`config.mk`:
```
export PLATFORM = sky130hd
export DESIGN_NAME = fun_root_mul
export DESIGN_NICKNAME = d
export VERILOG_FILES = /design/src/rtl/fun_root_mul.sv
export SDC_FILE = /design/constraint.sdc
export NUM_CORES = 1
export LEC_CHECK = 0
export ABC_AREA = 1
export ABC_CLOCK_PERIOD_IN_PS = 4350
export CAP_MARGIN = 20
export CORE_MARGIN = 5
export CORE_UTILIZATION = 57
export CTS_BUF_LIST = sky130_fd_sc_hd__clkbuf_4 sky130_fd_sc_hd__clkbuf_8
export DETAILED_ROUTE_END_ITERATION = 7
export GPL_ROUTABILITY_DRIVEN = 0
export GPL_TIMING_DRIVEN = 1
export PLACE_DENSITY = 0.8
export SLEW_MARGIN = 20
export SYNTH_ARGS = -nofsm -noshare
export SYNTH_HDL_FRONTEND = slang
export SYNTH_SLANG_ARGS = --single-unit
```
`constraint.sdc`:
```
create_clock -name clk -period 4.35 [get_ports clk]
set_clock_uncertainty 0.1 [all_clocks]
set_input_delay 0.435 -clock clk [delete_from_list [all_inputs] [get_ports clk]]
set_output_delay 0.435 -clock clk [all_outputs]
set_load 0.1 [all_outputs]
```
`src/rtl/fun_root_mul.sv`:
```
// fun_root_mul: result = a * floor(root_k(b)), k=3 (mode_i=0) or k=2 (mode_i=1), iterative on one shared adder.
// Define FUN_REM_EN to add the rem port (b - root^k).
module fun_root_mul #(
    parameter int W  = 8,
    parameter int RW = (W + 1) / 2,
    parameter int OW = W + RW
) (
    input  logic          clk,
    input  logic          rst,
    input  logic          start,
    input  logic          mode_i,
    input  logic [W-1:0]  a_i,
    input  logic [W-1:0]  b_i,
    output logic          busy,
    output logic          done,
    output logic [OW-1:0] result
`ifdef FUN_REM_EN
    ,
    output logic [W-1:0]  rem
`endif
);
    localparam int CN = (W + 2) / 3;
    localparam int XW = (3 * CN > 2 * RW) ? 3 * CN : 2 * RW;
    localparam int CW = $clog2(RW + 1);
    localparam int AW = 2 * W;

    typedef enum logic [1:0] {S_IDLE, S_ROOT, S_MUL, S_FIN} state_t;
    state_t r_state, w_next;

    logic          r_mode, r_done;
    logic [W-1:0]  r_a, r_r;
    logic [XW-1:0] r_x;
    logic [RW-1:0] r_y;
    logic [AW-1:0] r_p, r_t;
    logic [OW-1:0] r_acc, r_result;
    logic [CW-1:0] r_cnt;
    logic [1:0]    r_ph;

    logic [W-1:0]  w_rs, w_rc;
    logic [AW-1:0] w_opa, w_opb;
    logic [AW:0]   w_sum;
    logic          w_sub, w_cin, w_c, w_last, w_iter_end;

    // Remainder with the next radicand digit group shifted in; upper bits are provably zero.
    assign w_rs       = {r_r[W-3:0], r_x[XW-1 -: 2]};
    assign w_rc       = {r_r[W-4:0], r_x[XW-1 -: 3]};
    assign w_last     = r_cnt == CW'(1);
    assign w_iter_end = r_mode | (r_ph == 2'd3);
    assign w_sum      = {1'b0, w_opa} + {1'b0, w_sub ? ~w_opb : w_opb} + {{AW{1'b0}}, w_cin};
    assign w_c        = w_sum[AW];

    always_ff @(posedge clk) begin
        if (!rst)
            r_state <= S_IDLE;
        else
            r_state <= w_next;
    end

    always_comb begin
        w_next = r_state;
        case (r_state)
            S_IDLE:  w_next = start ? S_ROOT : S_IDLE;
            S_ROOT:  w_next = (w_iter_end && w_last) ? S_MUL : S_ROOT;
            S_MUL:   w_next = w_last ? S_FIN : S_MUL;
            default: w_next = S_IDLE;
        endcase
    end

    always_comb begin
        busy = r_state != S_IDLE;
    end

    // Cube phases keep p = y*(y+1): p' = 4p - 2y on doubling, t = 3p' + 1, then p' += 2y if the digit was 1.
    always_comb begin
        w_opa = '0;
        w_opb = '0;
        w_sub = 1'b0;
        w_cin = 1'b0;
        if (r_state == S_MUL) begin
            w_opa = AW'(r_acc) << 1;
            w_opb = r_y[RW-1] ? AW'(r_a) : '0;
        end else if (r_state == S_ROOT && r_mode) begin
            w_opa = AW'(w_rs);
            w_opb = AW'({r_y, 2'b01});
            w_sub = 1'b1;
            w_cin = 1'b1;
        end else if (r_state == S_ROOT) begin
            case (r_ph)
                2'd0: begin
                    w_opa = r_p << 2;
                    w_opb = AW'(r_y) << 1;
                    w_sub = 1'b1;
                    w_cin = 1'b1;
                end
                2'd1: begin
                    w_opa = r_p;
                    w_opb = r_p << 1;
                    w_cin = 1'b1;
                end
                2'd2: begin
                    w_opa = AW'(r_r);
                    w_opb = r_t;
                    w_sub = 1'b1;
                    w_cin = 1'b1;
                end
                default: begin
                    w_opa = r_p;
                    w_opb = r_y[0] ? AW'(r_y) << 1 : '0;
                end
            endcase
        end
    end

    always_ff @(posedge clk) begin
        if (!rst) begin
            r_mode   <= 1'b0;
            r_a      <= '0;
            r_r      <= '0;
            r_x      <= '0;
            r_y      <= '0;
            r_p      <= '0;
            r_t      <= '0;
            r_acc    <= '0;
            r_cnt    <= '0;
            r_ph     <= '0;
            r_done   <= 1'b0;
            r_result <= '0;
        end else begin
            r_done <= (r_state == S_MUL) && w_last;
            case (r_state)
                S_IDLE: if (start) begin
                    r_a   <= a_i;
                    r_mode <= mode_i;
                    r_x   <= mode_i ? XW'(b_i) << (XW - 2 * RW) : XW'(b_i) << (XW - 3 * CN);
                    r_r   <= '0;
                    r_y   <= '0;
                    r_p   <= '0;
                    r_ph  <= '0;
                    r_acc <= '0;
                    r_cnt <= mode_i ? CW'(RW) : CW'(CN);
                end
                S_ROOT: if (r_mode) begin
                    r_x   <= r_x << 2;
                    r_r   <= w_c ? w_sum[W-1:0] : w_rs;
                    r_y   <= {r_y[RW-2:0], w_c};
                    r_cnt <= w_last ? CW'(RW) : r_cnt - CW'(1);
                end else begin
                    r_ph <= r_ph + 2'd1;
                    case (r_ph)
                        2'd0: begin
                            r_x <= r_x << 3;
                            r_r <= w_rc;
                            r_y <= r_y << 1;
                            r_p <= w_sum[AW-1:0];
                        end
                        2'd1: r_t <= w_sum[AW-1:0];
                        2'd2: begin
                            r_r <= w_c ? w_sum[W-1:0] : r_r;
                            r_y <= {r_y[RW-1:1], w_c};
                        end
                        default: begin
                            r_p   <= w_sum[AW-1:0];
                            r_cnt <= w_last ? CW'(RW) : r_cnt - CW'(1);
                        end
                    endcase
                end
                S_MUL: begin
                    r_acc <= w_sum[OW-1:0];
                    r_y   <= r_y << 1;
                    r_cnt <= r_cnt - CW'(1);
                    if (w_last)
                        r_result <= w_sum[OW-1:0];
                end
                default: ;
            endcase
        end
    end

    assign done   = r_done;
    assign result = r_result;

`ifdef FUN_REM_EN
    logic [W-1:0] r_rem;

    always_ff @(posedge clk) begin
        if (!rst)
            r_rem <= '0;
        else if (r_state == S_MUL && w_last)
            r_rem <= r_r;
    end

    assign rem = r_rem;
`endif
endmodule

```
==> reports/metrics.yaml <==
num_antenna_cells: 0
ctsHoldBuffers: 0
numCtsBuffers: 9
wl_per_cell_um: 16.4
detail_route.iter0.violations: 683
criticalPathCategory: "flop to flop"
worstMarginPinSlew_ns: 1.01
overall_die_height_um: 115
grtUsageTotal_pct: 27.9
route.antenna.remaining_nets: 0
rr_endpoint: "r_acc[6]$_SDFFE_PN0P_"
worst_min_delay_path_class: "flop to flop"
netlist_instances: 938
r2r.worst_path.cells: 18
outcome: "complete, no violations"
p_leak_uw: 0.00305
cts_post_setup_buffers_inserted: 0
number_of_global_route_vias_before_repair: 5705
synth-edff-count: 0
ys_async_sr_fraction_pct: 0
critical_path_arrival_ns: 3.96
cts_root_buf: "sky130_fd_sc_hd__clkbuf_8"
ys_top_cells_by_count: "sky130_fd_sc_hd__nand2_1, sky130_fd_sc_hd__inv_1, sky130_fd_sc_hd__dfxtp_1, sky130_fd_sc_hd__a21oi_1, sky130_fd_sc_hd__nor2_1"
drt-pass1-iter-count: 8
post_synth_instance_area_um2: 6270
yosys_warnings: 0
path_max_fanout: 11
fin_crit_ns: 3.83
num-nets-final: 1008
fmax_mhz: 261
cts.htree.levels: 3
vdd.ir_drop.worst_uv: 269
post-synth-top-area-cell: "sky130_fd_sc_hd__dfxtp_1"
final.hold.worst_slack_ns: 0.370
wirelength_um: 18100
postSynthAreaPerCell_um2: 6.68
floorplan.die.width_um: 115
clock_insertion_delay_worst_skew_ns: 0.38
finalSetupViolCount: 0
buffer_ports.inserted: 33
antenna_violations_before_repair: 0
synth_nets: 988
maxSlewHeadroom_pct: 32.6
gr-total-overflow: 0
start_kind: "flop"
grt_first_pass_wirelength_um: 29200
drv_slew: 0
maximum_number_of_pins_on_one_net_before_global_route_repair: 46
drt_drc_violations_left: 0
area_of_the_die_um2: 13200
synth_largest_type_area_fraction_pct: 30.0
tritoncts: "built"
area_growth_pct: 9.42
clk_pin_slew_ns: 0.10
grt_setup_unrepaired: "no"
num_rows: 38
fin_crit_sh_pct: 88.0
pin_count: 34
via_count: 6283
fraction_of_the_yosys_area_taken_by_sequential_cells_pct: 30.0
design.core.area_um2: 10800
timing.rr.start: "r_ph[0]$_SDFFE_PN0P_"
clock_sink_count: 94
initial_utilization_pct: 58.1
dominantRegCellSynth: "sky130_fd_sc_hd__dfxtp_1"
min_delay_path_depth: 2
cellPowerDensity_nw_per_um2: 309
final.setup.tns_ns: 0
min_delay_worst_endpoint: "r_acc[3]$_SDFFE_PN0P_"
critical_path.endpoint_type: "flop"
r2r_setup_slack_ns: 0.52
synth.distinct_cells: 53
synth_seq_cells: 94
ctsResizeCount: 0
worst_ep_required_time_ns: 4.48
drv_cap: 0
post_drt_via_cell_ratio: 5.70
main_area_contributors_after_synthesis: "sky130_fd_sc_hd__dfxtp_1, sky130_fd_sc_hd__nand2_1, sky130_fd_sc_hd__inv_1"
drive_gt1_share_pct: 8.21
synth_most_common_cell: "sky130_fd_sc_hd__nand2_1"
cts-root-to-sink-buffers: 2
hold_viol_final: 0
worst_hold_startpoint: "r_acc[3]$_SDFFE_PN0P_"
hpwlAfterDp_um: 13700
## sequential cells by signal (all words and copies together), names as in the netlist
signal and count:
r_ph 2, r_r 8, result 12, done 1, r_y 4, r_cnt 3
r_p 16, r_x 9, r_acc 12, r_state 2, r_a 8, r_t 16
r_mode 1
## critical path: stages, from the launching register on
cell	delay (ns)
sky130_fd_sc_hd__dfxtp_1	0.34
sky130_fd_sc_hd__inv_1	0.16
sky130_fd_sc_hd__ha_1	0.44
sky130_fd_sc_hd__clkinv_1	0.36
sky130_fd_sc_hd__nor3_1	0.25
sky130_fd_sc_hd__a211oi_1	0.07
sky130_fd_sc_hd__a22oi_1	0.25
sky130_fd_sc_hd__inv_1	0.11
sky130_fd_sc_hd__fa_1	0.48
sky130_fd_sc_hd__inv_1	0.10
sky130_fd_sc_hd__nand2_1	0.05
sky130_fd_sc_hd__nand2_1	0.10
sky130_fd_sc_hd__nand3_1	0.12
sky130_fd_sc_hd__nand2_1	0.16
sky130_fd_sc_hd__nand2_1	0.07
sky130_fd_sc_hd__nand2_1	0.23
sky130_fd_sc_hd__inv_1	0.15
sky130_fd_sc_hd__nand2_1	0.08
sky130_fd_sc_hd__a21oi_1	0.06
## final cells by class
cell class                      instances  area (um2)
Tap cell                              140         175
Clock buffer                           11         151
Multi-Input combinational cell        657        3630
Sequential cell                        94        1880
Inverter                              152         576
Timing Repair Buffer                   44         413
Fill cell                            1004        3940
Clock inverter                          4        31.3
## cells by family after synthesis
family                     synth area share, %
DFF                                       30.0
xor gates and xnor gates                  3.08
adders and majority gates                 6.23
AOI/OAI and AO/OA                         23.4
buffers and inverters                     12.1
and+or+nand+nor                           25.2
## report_power, final
| part | switching, uW | internal (uW) |
|---|---|---|
| combinational | 428 | 189 |
| sequential | 30.2 | 906 |
| clock | 328 | 238 |
## metal layers
| layer | wire, um | global-route usage (%) |
|---|---|---|
| met4 | 575 | 10.6 |
| met1 | 7830 | 37.2 |
| met3 | 1760 | 7.37 |
| met5 | 0 | 0 |
| met2 | 7940 | 43.3 |
## stage by stage
step           cells  instance area, um2  setup WS, ns  utilization [%]  power, uW
6_report        1102                6860         0.522             63.5       2120
5_1_grt         1102                6860        0.0890             63.5       2220
3_3_place_gp    1087                6670         0.694             61.8       1550
2_1_floorplan    938                6270          1.06                -       1380
4_1_cts         1102                6860         0.609             63.5       2110
3_5_place_dp    1087                6670         0.655             61.8       1550
## layout by cell type, fill, tap and decap left out, types with 5 or more instances in the layout
cell,count
sky130_fd_sc_hd__a21oi_1,88
sky130_fd_sc_hd__a221oi_1,7
sky130_fd_sc_hd__a22oi_1,7
sky130_fd_sc_hd__buf_4,11
sky130_fd_sc_hd__clkbuf_8,11
sky130_fd_sc_hd__clkdlybuf4s50_1,33
sky130_fd_sc_hd__dfxtp_1,94
sky130_fd_sc_hd__ha_1,28
sky130_fd_sc_hd__inv_1,136
sky130_fd_sc_hd__inv_2,13
sky130_fd_sc_hd__nand2_1,198
sky130_fd_sc_hd__nand2_2,6
sky130_fd_sc_hd__nand3_1,52
sky130_fd_sc_hd__nor2_1,78
sky130_fd_sc_hd__nor2_2,5
sky130_fd_sc_hd__o211ai_1,7
sky130_fd_sc_hd__o21ai_0,62
sky130_fd_sc_hd__o21ai_1,13
sky130_fd_sc_hd__o21bai_1,5
sky130_fd_sc_hd__o22ai_1,20
sky130_fd_sc_hd__o22ai_2,9
sky130_fd_sc_hd__xor2_1,18
## how the worst max path moves through the flow
| stage | to | start | depth (start not counted) |
|---|---|---|---|
| 6_report | r_acc[6]$_SDFFE_PN0P_ | r_ph[0]$_SDFFE_PN0P_ | 18 |
| 5_1_grt | r_acc[6]$_SDFFE_PN0P_ | r_ph[0]$_SDFFE_PN0P_ | 18 |
| 4_1_cts | r_acc[6]$_SDFFE_PN0P_ | r_ph[0]$_SDFFE_PN0P_ | 18 |
| 3_5_place_dp | r_acc[6]$_SDFFE_PN0P_ | r_ph[0]$_SDFFE_PN0P_ | 18 |
| 3_3_place_gp | r_acc[6]$_SDFFE_PN0P_ | r_ph[0]$_SDFFE_PN0P_ | 18 |
| 2_1_floorplan | r_r[2]$_SDFFE_PN0P_ | r_state[0]$_SDFF_PN0_ | 23 |
Note: power is estimated with default switching activity, not from simulation.
